**config.mk**
```make
export PLATFORM = sky130hd
export DESIGN_NAME = mem_arbiter
export DESIGN_NICKNAME = d
export VERILOG_FILES = /design/src/rtl/mem_arbiter.sv
export SDC_FILE = /design/constraint.sdc
export NUM_CORES = 1
export LEC_CHECK = 0
export CORE_UTILIZATION = 40
export DETAILED_ROUTE_END_ITERATION = 10
export PLACE_DENSITY_LB_ADDON = 0.2
export SYNTH_ARGS = -nofsm -noshare
export SYNTH_HDL_FRONTEND = slang
export SYNTH_SLANG_ARGS = --single-unit
```
**constraint.sdc**
```tcl
create_clock -name clk -period 2.3 [get_ports clk]
set_input_delay 0.46 -clock clk [delete_from_list [all_inputs] [get_ports clk]]
set_output_delay 0.46 -clock clk [all_outputs]
set_load 0.005 [all_outputs]
```
**src/rtl/mem_arbiter.sv**
```systemverilog
// mem_arbiter: shares one single-ported memory between instruction fetch and
// the load/store stage. One transaction is outstanding at a time. Data
// accesses win ties, except that a fetch is forced through after STARVE_MAX
// back-to-back data grants taken while a fetch was waiting.
module mem_arbiter #(
  parameter int ADDR_W     = 32,
  parameter int DATA_W     = 32,
  parameter int STARVE_MAX = 4
) (
  input  logic              clk,
  input  logic              reset_n,
  // fetch requester
  input  logic              i_req,
  input  logic [ADDR_W-1:0] i_addr,
  output logic [DATA_W-1:0] i_rdata,
  output logic              i_valid,
  // data requester
  input  logic              d_req,
  input  logic              d_we,
  input  logic [ADDR_W-1:0] d_addr,
  input  logic [DATA_W-1:0] d_wdata,
  output logic [DATA_W-1:0] d_rdata,
  output logic              d_valid,
  // memory side
  output logic              mem_req,
  output logic              mem_we,
  output logic [ADDR_W-1:0] mem_addr,
  output logic [DATA_W-1:0] mem_wdata,
  input  logic [DATA_W-1:0] mem_rdata,
  input  logic              mem_ack,
  // pipeline stalls
  output logic              stall_F,
  output logic              stall_M
);

  // A zero STARVE_MAX still needs a one-bit counter to stay legal.
  localparam int CNT_W = (STARVE_MAX > 0) ? $clog2(STARVE_MAX + 1) : 1;
  localparam logic [CNT_W-1:0] CNT_MAX = CNT_W'(STARVE_MAX);

  typedef enum logic [2:0] {
    IDLE,
    BUSY_I,
    BUSY_D,
    DONE_I,
    DONE_D
  } state_t;

  state_t           state;
  logic [CNT_W-1:0] starve_cnt;
  logic             fetch_wins;

  // Fetch takes the grant when it is alone, or when data has already
  // been granted the maximum number of times in a row while it waited.
  assign fetch_wins = i_req & (~d_req | (starve_cnt == CNT_MAX));

  // Stalls follow the requests combinationally and clear on the valid pulse.
  assign stall_F = i_req & ~i_valid;
  assign stall_M = d_req & ~d_valid;

  // Arbitration FSM with registered memory-side and requester-side outputs.
  always_ff @(posedge clk) begin
    if (!reset_n) begin
      state      <= IDLE;
      starve_cnt <= '0;
      mem_req    <= 1'b0;
      mem_we     <= 1'b0;
      mem_addr   <= '0;
      mem_wdata  <= '0;
      i_rdata    <= '0;
      d_rdata    <= '0;
      i_valid    <= 1'b0;
      d_valid    <= 1'b0;
    end else begin
      i_valid <= 1'b0;
      d_valid <= 1'b0;
      case (state)
        IDLE: begin
          if (fetch_wins) begin
            mem_req    <= 1'b1;
            mem_we     <= 1'b0;
            mem_addr   <= i_addr;
            starve_cnt <= '0;
            state      <= BUSY_I;
          end else if (d_req) begin
            mem_req   <= 1'b1;
            mem_we    <= d_we;
            mem_addr  <= d_addr;
            mem_wdata <= d_wdata;
            if (!i_req)
              starve_cnt <= '0;
            else if (starve_cnt != CNT_MAX)
              starve_cnt <= starve_cnt + CNT_W'(1);
            state <= BUSY_D;
          end
        end
        BUSY_I: begin
          if (mem_ack) begin
            i_rdata <= mem_rdata;
            mem_req <= 1'b0;
            mem_we  <= 1'b0;
            i_valid <= 1'b1;
            state   <= DONE_I;
          end
        end
        BUSY_D: begin
          if (mem_ack) begin
            // Stores leave the load data register untouched.
            if (!mem_we)
              d_rdata <= mem_rdata;
            mem_req <= 1'b0;
            mem_we  <= 1'b0;
            d_valid <= 1'b1;
            state   <= DONE_D;
          end
        end
        // The valid cycle ignores requests so a still-held request is not
        // reissued before the stage has had a chance to drop it.
        DONE_I, DONE_D: begin
          state <= IDLE;
        end
        default: begin
          state <= IDLE;
        end
      endcase
    end
  end

endmodule

```
# Word-level counts from Yosys, hierarchy flattened
# Cells that the tools add are included.
dict set report word_totals {
  regBits 138
  out_inout_bits 134
  input_bits 134
  word_cells 61
}
dict set report op_classes {
  n_eq_ne 9
  addsub 1
  muxes 19
  bitwise_logic 9
  n_reduce_logical 13
}
# op n
set op_table {}
lappend op_table {{32-bit 2-to-1 mux} 2}
lappend op_table {{3-bit 2-to-1 mux} 8}
lappend op_table {{3-bit AND reduction} 5}
lappend op_table {{3-bit one-hot mux with 3 select lines} 1}
lappend op_table {{2-bit AND reduction} 4}
lappend op_table {{1-bit 2-to-1 mux} 6}
lappend op_table {{3-bit inequality test, second input constant} 2}
lappend op_table {{1-bit NOT} 5}
lappend op_table {{2-bit inequality test, second input constant} 2}
lappend op_table {{1-bit one-hot mux with 2 select lines} 2}
lappend op_table {{2-bit nonzero test} 2}
lappend op_table {{3-bit by 1-bit adder with 3-bit output, second input constant} 1}
lappend op_table {{1-bit AND} 3}
lappend op_table {{3-bit by 1-bit == test with 1-bit output, second input constant} 1}
lappend op_table {{3-bit by 2-bit == test with 1-bit output, second input constant} 1}
lappend op_table {{3-bit == test, second input constant} 1}
lappend op_table {{3-bit logical NOT} 1}
lappend op_table {{3-bit by 1-bit inequality test with 1-bit output, second input constant} 1}
lappend op_table {{2-bit by 1-bit inequality test with 1-bit output, second input constant} 1}
lappend op_table {{2-bit OR reduction} 1}
lappend op_table {{1-bit bitwise OR} 1}

# Logic depth before layout (Yosys ltp)
# Gate-level depths: netlist of the first run.
dict set report logic_depth {
  word_depth 5
  mapped_depth 7
  depth_no_buf 5
}

# Worst setup path before layout of the first run
# No wires, ideal clock.
dict set report synth_timing {
  path_kind {input to register}
  startpoint {in d_req}
  endpoint {reg mem_addr[4]}
  stages 6
  path_buffers 3
  setup_ns 0.122
  t_required_ns 2.178
  arrival_ns 1.661
  setup_slack_ns 0.517
  cell_sequence {buf_2 a21bo_2 buf_2 clkbuf_1 a21boi_0 o311a_1}
}
dict set report synth_via {
  elab_chain_len 5
  word_cells_on_any_way 6
  cone_classes {mux (1); bitwise (3); reduce/logical (2)}
}
# element line
set synth_lines {}
lappend synth_lines {{start: declaration} 18} ;# input logic d_req,
lappend synth_lines {{1-bit NOT} 54} ;# assign fetch_wins = i_req & (~d_req | (starve_cnt == CNT_MAX));
lappend synth_lines {{1-bit bitwise OR} 54}
lappend synth_lines {{1-bit AND} 54}
lappend synth_lines {{2-bit nonzero test (no line)} -}
lappend synth_lines {{2-bit AND reduction (no line)} -}
lappend synth_lines {{end signal: assignment} 81} ;# mem_addr <= i_addr;
lappend synth_lines {{end signal: assignment} 87} ;# mem_addr <= d_addr;
lappend synth_lines {{end: declaration} 27} ;# output logic [ADDR_W-1:0] mem_addr,
# Several ways; a longest one is shown, not always the timed one.
# A chain may end at the register's enable or synchronous reset.

# Worst setup path in the final report of the first run
dict set report layout_timing {
  startpoint {in d_req}
  endpoint {out stall_M}
}
dict set report layout_via {
  elab_chain_len 1
}
# element line
set layout_lines {}
lappend layout_lines {{1-bit AND} 58} ;# assign stall_M = d_req & ~d_valid;
lappend layout_lines {{end: declaration} 33} ;# output logic stall_M
# Every way passes these cells.

==> results by group, run 1 <==
Setup path
  • Worst reg2reg path startpoint: state[2]
  • Crit. End Element: output port
  • CP startpoint kind: input pin
  • Worst Path Arrival: roughly 1.7 ns
  • Critical path class: in2out
  • Crit-path max FO: 3
  • Worst path required time: 1.84 ns
  • Critical path startpoint: d_req

Global routing
  • First-pass GRT wire length: around 28,000 um
  • Initial antenna violation count: 0
  • Overall Global Routing Usage: 0.238
  • GRT Residual Overflow: 0
  • Vias in the first global route: 5,796
  • Pin count of the biggest net entering global routing: between 80 and 90

CTS
  • Clock Path Buffers: 2
  • CTS resizes: 0
  • Clock Tree Root: clkbuf_16
  • Clk slew on worst S/H paths: 0.06 ns
  • Total CTS buffers: 17
  • Postcts setup bufs: 0
  • Sink Count: 138
  • H-tree Lvls: 4
  • Clk_lat worst skew: between 0.4 and 0.5 ns
  • CTS tree: done
  • # hold bufs at CTS: 0

Synth
  • Syn Std Cell Area: roughly 0.0059 mm2
  • EDFF count, synth: 0
  • Synth warn: 0
  • Dominant synthesized flop cell: dfxtp_1
  • Mapped Nets: 813
  • Post-synthesis cell count: just under 700
  • #FFs+latches synth: between 100 and 150
  • Yosys cell types: 37
  • Syn Area/Cell: slightly below 9 um2
  • Seq/Total Area, Yosys: 0.471
  • Fraction of registers with async set/reset: 0

Routing
  • Met2 wire len: a little over 9000 um
  • Routed Antenna Nets: 0
  • Vias: 5,950
  • DRT Pass-1 Iters: 5
  • Initial DRC count: around 400
  • DRC: 0
  • Routed wire length: about 18,000 um
  • M1 WL: between 7000 and 8000 um
  • DR WL met3: 1240 um
  • Top Layer Used: met4
  • WL/cell: between 15 and 20 um
  • Vias per cell: 5.38

Place
  • Placement Setup Slack: between 0.15 and 0.2 ns
  • GPL Wtd Cong: 0.775
  • DPL Wire Length: approximately 12,000 um
  • PortBufs: 267

STA
  • F_max: between 0.4 and 0.5 GHz
  • RSZ-0062 raised after global routing: false
  • Setup TNS: 0 ns
  • Setup-failing EPs final: 0
  • Post-route setup slack: roughly 0.16 ns
  • Slew at the pin closest to its max-slew limit: between 0.4 and 0.5 ns
  • Setup Skew: between 0.009 and 0.01 ns
  • Slew Viols, Final: 0
  • Final hold violation count: 0
  • Period utilization: 0.928
  • Slew HR: 0.672
  • Minimum clock period: ~2.1 ns

Min path
  • HP Start: i_rdata[15]
  • Hold Crit Class: reg2reg

Die
  • Die Span Y: 123 um
  • Io pins: around 270
  • Initial core utilization: 0.416
  • Die ar.: about 0.015 mm2
  • Std cell rows: 43
  • Die width: 123 um
  • Core ar.: 0.0141 mm2

Power and ir drop
  • Power Dens Cells: approximately 740 mW/mm2
  • Peak supply drop: 0.536 mV
  • P_leak: roughly 3.5 nW

Finish
  • FF/Latch Area: about 0.0028 mm2
  • Area Growth Syn to Fin: 59.1%
  • # nets final: ~1.0k
  • # diodes: 0
  • Ratio of cells with drive above 1 in the final layout: 0.0659
  • # fillers: between 1k and 1.5k
  • Multi-input gate area: about 0.0028 mm2

Run
  • Max Cap Violations: 0

Outcome
  • Status: finished clean
## kinds of logic (layout without fill, tap and decap cells)
| family | Yosys count | after routing | share of synthesized area |
|---|---|---|---|
| flip-flops | 138 | 138 | 0.471 |
| AO/OA/AOI/OAI | 211 | 211 | 0.242 |
| multiplexers | 33 | 33 | 0.0563 |
| XOR/XNOR | 1 | 1 | 0.00149 |
| AND/OR/NAND/NOR | 216 | 216 | 0.169 |
| adder cells (fa/ha/maj) | 2 | 2 | 0.00426 |
| buffers and inverters | 76 | 325 | 0.0571 |
## metal layers
layer / track usage / vias up
li1: - / 2863
met1: 0.269 / 2829
met2: 0.407 / 214
met3: 0.0669 / 44
met4: 0.123 / 0
met5: 0 / -
## sequential cells by signal, indices dropped and copies added (netlist names)
register and count:
d_rdata 32, d_valid 1, i_rdata 32, i_valid 1, mem_addr 32, mem_req 1
mem_wdata 32, mem_we 1, starve_cnt 3, state 3
## layout by cell type, fill, tap and decap left out, types with 4 or more instances in the layout
| cell type | n |
|---|---|
| clkdlybuf4s50_1 | 265 |
| dfxtp_1 | 138 |
| nand2_1 | 132 |
| a21oi_1 | 71 |
| o21ai_0 | 34 |
| o21bai_1 | 33 |
| o311a_1 | 33 |
| mux2i_1 | 33 |
| nand3_1 | 33 |
| and3_1 | 32 |
| a21boi_0 | 31 |
| clkbuf_16 | 17 |
| buf_4 | 14 |
| buf_12 | 6 |
| inv_1 | 5 |
| inv_6 | 5 |
| nor2_1 | 4 |
| bufinv_16 | 4 |
## area by class of cell
type / instances / area share
clock buffers: 18 / 0.0470
multi-input cells: 463 / 0.299
flip-flops and latches: 138 / 0.296
well taps: 180 / 0.0241
repair buffers: 287 / 0.309
inverters: 6 / 0.00241
clock inverters: 14 / 0.0222
## cells in the mapped netlist (all sizes together) (2+ instances only)
| library cell | n | share of area |
|---|---|---|
| a21oi | 71 | 0.061 |
| mux2i | 33 | 0.056 |
| ha | 2 | 0.0043 |
| o21ai | 35 | 0.030 |
| buf | 12 | 0.016 |
| nand2b | 2 | 0.0021 |
| nand4bb | 2 | 0.0038 |
| dfxtp | 138 | 0.47 |
| clkbuf | 58 | 0.037 |
| and3 | 32 | 0.034 |
| nor4bb | 2 | 0.0034 |
| inv | 6 | 0.0038 |
| nor3 | 2 | 0.0017 |
| a21boi | 33 | 0.042 |
| nand3 | 33 | 0.028 |
| nor2 | 5 | 0.0032 |
| nand2 | 132 | 0.084 |
| nand4 | 2 | 0.0021 |
| o21bai | 33 | 0.042 |
| o311a | 33 | 0.056 |
## power by group
group | internal, W | total, W | switching [W] | leakage, nW
logic | 0.000756 | 0.00130 | 0.000546 | 2.11
clock network | 0.00187 | 0.00296 | 0.00109 | 0.310
registers | 0.00256 | 0.00266 | 0.0000951 | 1.13
total | 0.00519 | 0.00692 | 0.00173 | 3.55
## critical path: stages
cell and delay [ns]:
clkdlybuf4s50_1 0.52, inv_1 0.09, nor2_1 0.11, clkdlybuf4s50_1 0.50
## per-stage QoR
stage	instances	instance area, um2	util	hold slack, ns	power (W)
after floorplan	677	5870	-	0.451	0.00328
after global placement	1074	8690	0.617	0.440	0.00397
after detailed placement	1074	8690	0.617	0.446	0.00401
after CTS	1106	9340	0.662	0.455	0.00699
after global routing	1106	9340	0.662	0.473	0.00721
final	1106	9340	0.662	0.453	0.00692
## final timing paths
check             endpoint  cells past startpoint  slack (ns)
max                stall_M                      4        0.16
min            i_rdata[15]                      2        0.45
min reg2reg    i_rdata[15]                      2        0.45
max reg2reg  starve_cnt[2]                      4        0.44
Power figures use the tool's default switching activity.
==> inputs of run 2 (changes only) <==
Settings changed: GPL_TIMING_DRIVEN from default to 0, SKIP_LAST_GASP from default to 1.
==> run 2 against run 1 <==
Effect of this change: global-route usage up 0.20 points; cell area up 0.28%; fmax up 1.7%; worst setup slack better by 0.036 ns; critical endpoint is now mem_addr[13]; hold slack worse by 0.0087 ns; largest cell class unchanged; clock power down 6.8%; clock skew down 0.0027 ns; largest power group unchanged; sequential share of layout area down 0.083 points; via count up 1.2%; combinational power about the same.
==> results by group, run 2 (synthesized netlist as in run 1, its figures left out) <==
Outcome
  • Status: finished clean

Die
  • Die Span Y: 123 um (unchanged)
  • Std cell rows: 43 (unchanged)
  • Core ar.: 0.0141 mm2 (unchanged)
  • Die ar.: 0.0152 mm2 (unchanged)
  • Io pins: 268 (unchanged)
  • Initial core utilization: 0.416 (unchanged)
  • Die width: 123 um (unchanged)

CTS
  • CTS tree: done
  • H-tree Lvls: 4 (unchanged)
  • Clk_lat worst skew: 0.42 ns (about the same)
  • Total CTS buffers: 17 (unchanged)
  • Clock Tree Root: clkbuf_16
  • Clk slew on worst S/H paths: 0.06 ns (about the same)
  • Clock Path Buffers: 2 (unchanged)
  • Sink Count: 138 (unchanged)

Run
  • Max Cap Violations: 0 (unchanged)

Routing
  • DRT Pass-1 Iters: 4 (-1)
  • Routed wire length: 18,600 um (+2.1%)
  • DRC: 0 (unchanged)
  • WL/cell: 16.1 um (-2.3%)
  • Routed Antenna Nets: 0 (unchanged)
  • Vias per cell: 5.21 (-3.1%)
  • Initial DRC count: 289 (-28%)
  • Vias: 6,023 (+1.2%)

Min path
  • Hold Crit Class: in2reg
  • Hold Path Cell Cnt: 4 (+2)
  • HP Start: d_req
  • Hold Path End: starve_cnt[2]

Setup path
  • Worst reg2reg path startpoint: starve_cnt[0]
  • Crit-path max FO: 10 (+7)
  • Critical path's top delay family: buffers and inverters
  • Most common cell on crit path: clkbuf_1
  • Worst r2r dst: mem_addr[13]
  • Worst path required time: 2.67 ns (+0.83 ns)
  • Slowest CP cell: clkdlybuf4s50_1
  • CP Buf/Inv Count: 4 (+1)
  • CP startpoint kind: input pin
  • Worst-path cell chain: clkdlybuf4s50_1 -> clkbuf_1 -> clkbuf_2 -> clkbuf_1 -> o311a_1
  • Crit. End Element: flip-flop
  • Worst r2r path cells: 7 (+3)
  • Worst Path Arrival: 2.47 ns (+0.79 ns)
  • Critical path class: in2reg
  • CP max stage delay: 0.50 ns (-0.02 ns)
  • Worst R2R Setup Slack: 0.30 ns (-0.14 ns)

Power and ir drop
  • Power Dens Cells: 718 mW/mm2 (-3.1%)
  • Total power: 0.00672 W (-2.9%)
  • P_leak: 3.54 nW (-0.35%)
  • Peak supply drop: 0.490 mV (-8.6%)

Global routing
  • Initial antenna violation count: 0 (unchanged)
  • Overall Global Routing Usage: 0.240 (+0.00202)
  • GRT Residual Overflow: 0 (unchanged)
  • Vias in the first global route: 5,564 (-4.0%)
  • First-pass GRT wire length: 28,000 um (-0.71%)
  • Pin count of the biggest net entering global routing: 18 (-78%)

Finish
  • Multi-input gate area: 0.00277 mm2 (-0.76%)
  • Most frequent cells in the layout: 265 x clkdlybuf4s50_1, 138 x dfxtp_1, 132 x nand2_1, 71 x a21oi_1, 57 x clkbuf_1
  • # diodes: 0 (unchanged)
  • Area Growth Syn to Fin: 59.5%
  • Ratio of cells with drive above 1 in the final layout: 0.0503 (-0.0156)
  • Util after Layout: 0.664 (+0.00186)
  • FF/Latch Area: 0.00276 mm2 (unchanged)
  • Final instance area: 0.00936 mm2 (+0.28%)
  • Post-Layout Cell Count: 1,155 (+4.4%)
  • # fillers: 1,190 (+4.4%)
  • Most common cell after layout, fill and taps aside: clkdlybuf4s50_1
  • # nets final: 1,098 (+4.7%)

STA
  • Period utilization: 0.913 (-0.0158)
  • F_max: 0.476 GHz (+1.7%)
  • Slew Viols, Final: 0 (unchanged)
  • Minimum clock period: 2.10 ns (-0.0364 ns)
  • Slew HR: 0.554 (-0.118)
  • RSZ-0062 raised after global routing: false
  • Setup Skew: 0.00655 ns (-0.00274 ns)
  • Post-route setup slack: 0.201 ns (+0.0363 ns)
  • Final hold violation count: 0 (unchanged)
  • Setup-failing EPs final: 0 (unchanged)
  • Slew at the pin closest to its max-slew limit: 0.666 ns (+0.174 ns)

Place
  • Placement Setup Slack: -0.683 ns (-0.836 ns)
  • PortBufs: 266 (-0.37%)
  • Placed insts: 1,123 (+4.6%)
  • Area after DPL: 0.00876 mm2 (+0.76%)
  • DPL Wire Length: 13,700 um (+9.3%)
  • GPL Wtd Cong: 0.766 (-1.2%)
-- run 2: area by class of cell --
type                       count  share of cell area
multi-input combinational    463               0.296
sequential                   138               0.295
timing repair buffer         267               0.285
clock buffer                  18              0.0458
buffer                        69              0.0339
tap                          180              0.0241
clock inverter                14              0.0174
inverter                       6             0.00241
-- run 2: power by group --
part	internal [W]	switching, W
Clock	0.00162	0.00114
Combinational	0.000754	0.000557
Sequential	0.00256	0.0000870
Total	0.00494	0.00178
-- run 2: stage by stage --
stage                     hold WS, ns  setup TNS, ns
after floorplan                 0.451              0
after global placement          0.441          -9.37
after detailed placement        0.446          -9.47
after CTS                       0.431              0
after global routing            0.469              0
final                           0.444              0
-- run 2: per-layer routing --
metal,wire length [um],up-vias,GRT usage,share of wire
li1,-,2965,-,-
met1,8090,2814,0.297,0.44
met2,8540,199,0.381,0.46
met3,1260,45,0.0664,0.068
met4,673,0,0.125,0.036
met5,0,-,0,0
-- run 2: worst register-to-register path: cells and delay by family, from the launching register on --
family / cells / cell delay [ns]
AOI/OAI and AO/OA: 3 / 0.74
buffers and inverters: 3 / 0.64
DFF: 1 / 0.33
adders and majority gates: 1 / 0.18
-- run 2: timing repair --
action / 4_1_cts / 5_1_grt
buffers inserted: 1 / 0
endpoints found under the setup margin: 1 / 21
gates resized for setup: 3 / 3
hold buffers: 0 / 0
hold endpoints to repair: 0 / 0
-- run 2: worst max-delay path by stage --
| stage | end | from | slack [ns] | depth (start not counted) |
|---|---|---|---|---|
| floorplan | mem_addr[4] | d_req | 0.52 | 6 |
| global route | mem_addr[26] | reset_n | 0.09 | 5 |
| global placement | stall_F | i_req | -0.67 | 5 |
| CTS | stall_F | i_req | 0.03 | 4 |
| detailed placement | stall_F | i_req | -0.68 | 5 |
| finish | mem_addr[13] | reset_n | 0.20 | 5 |
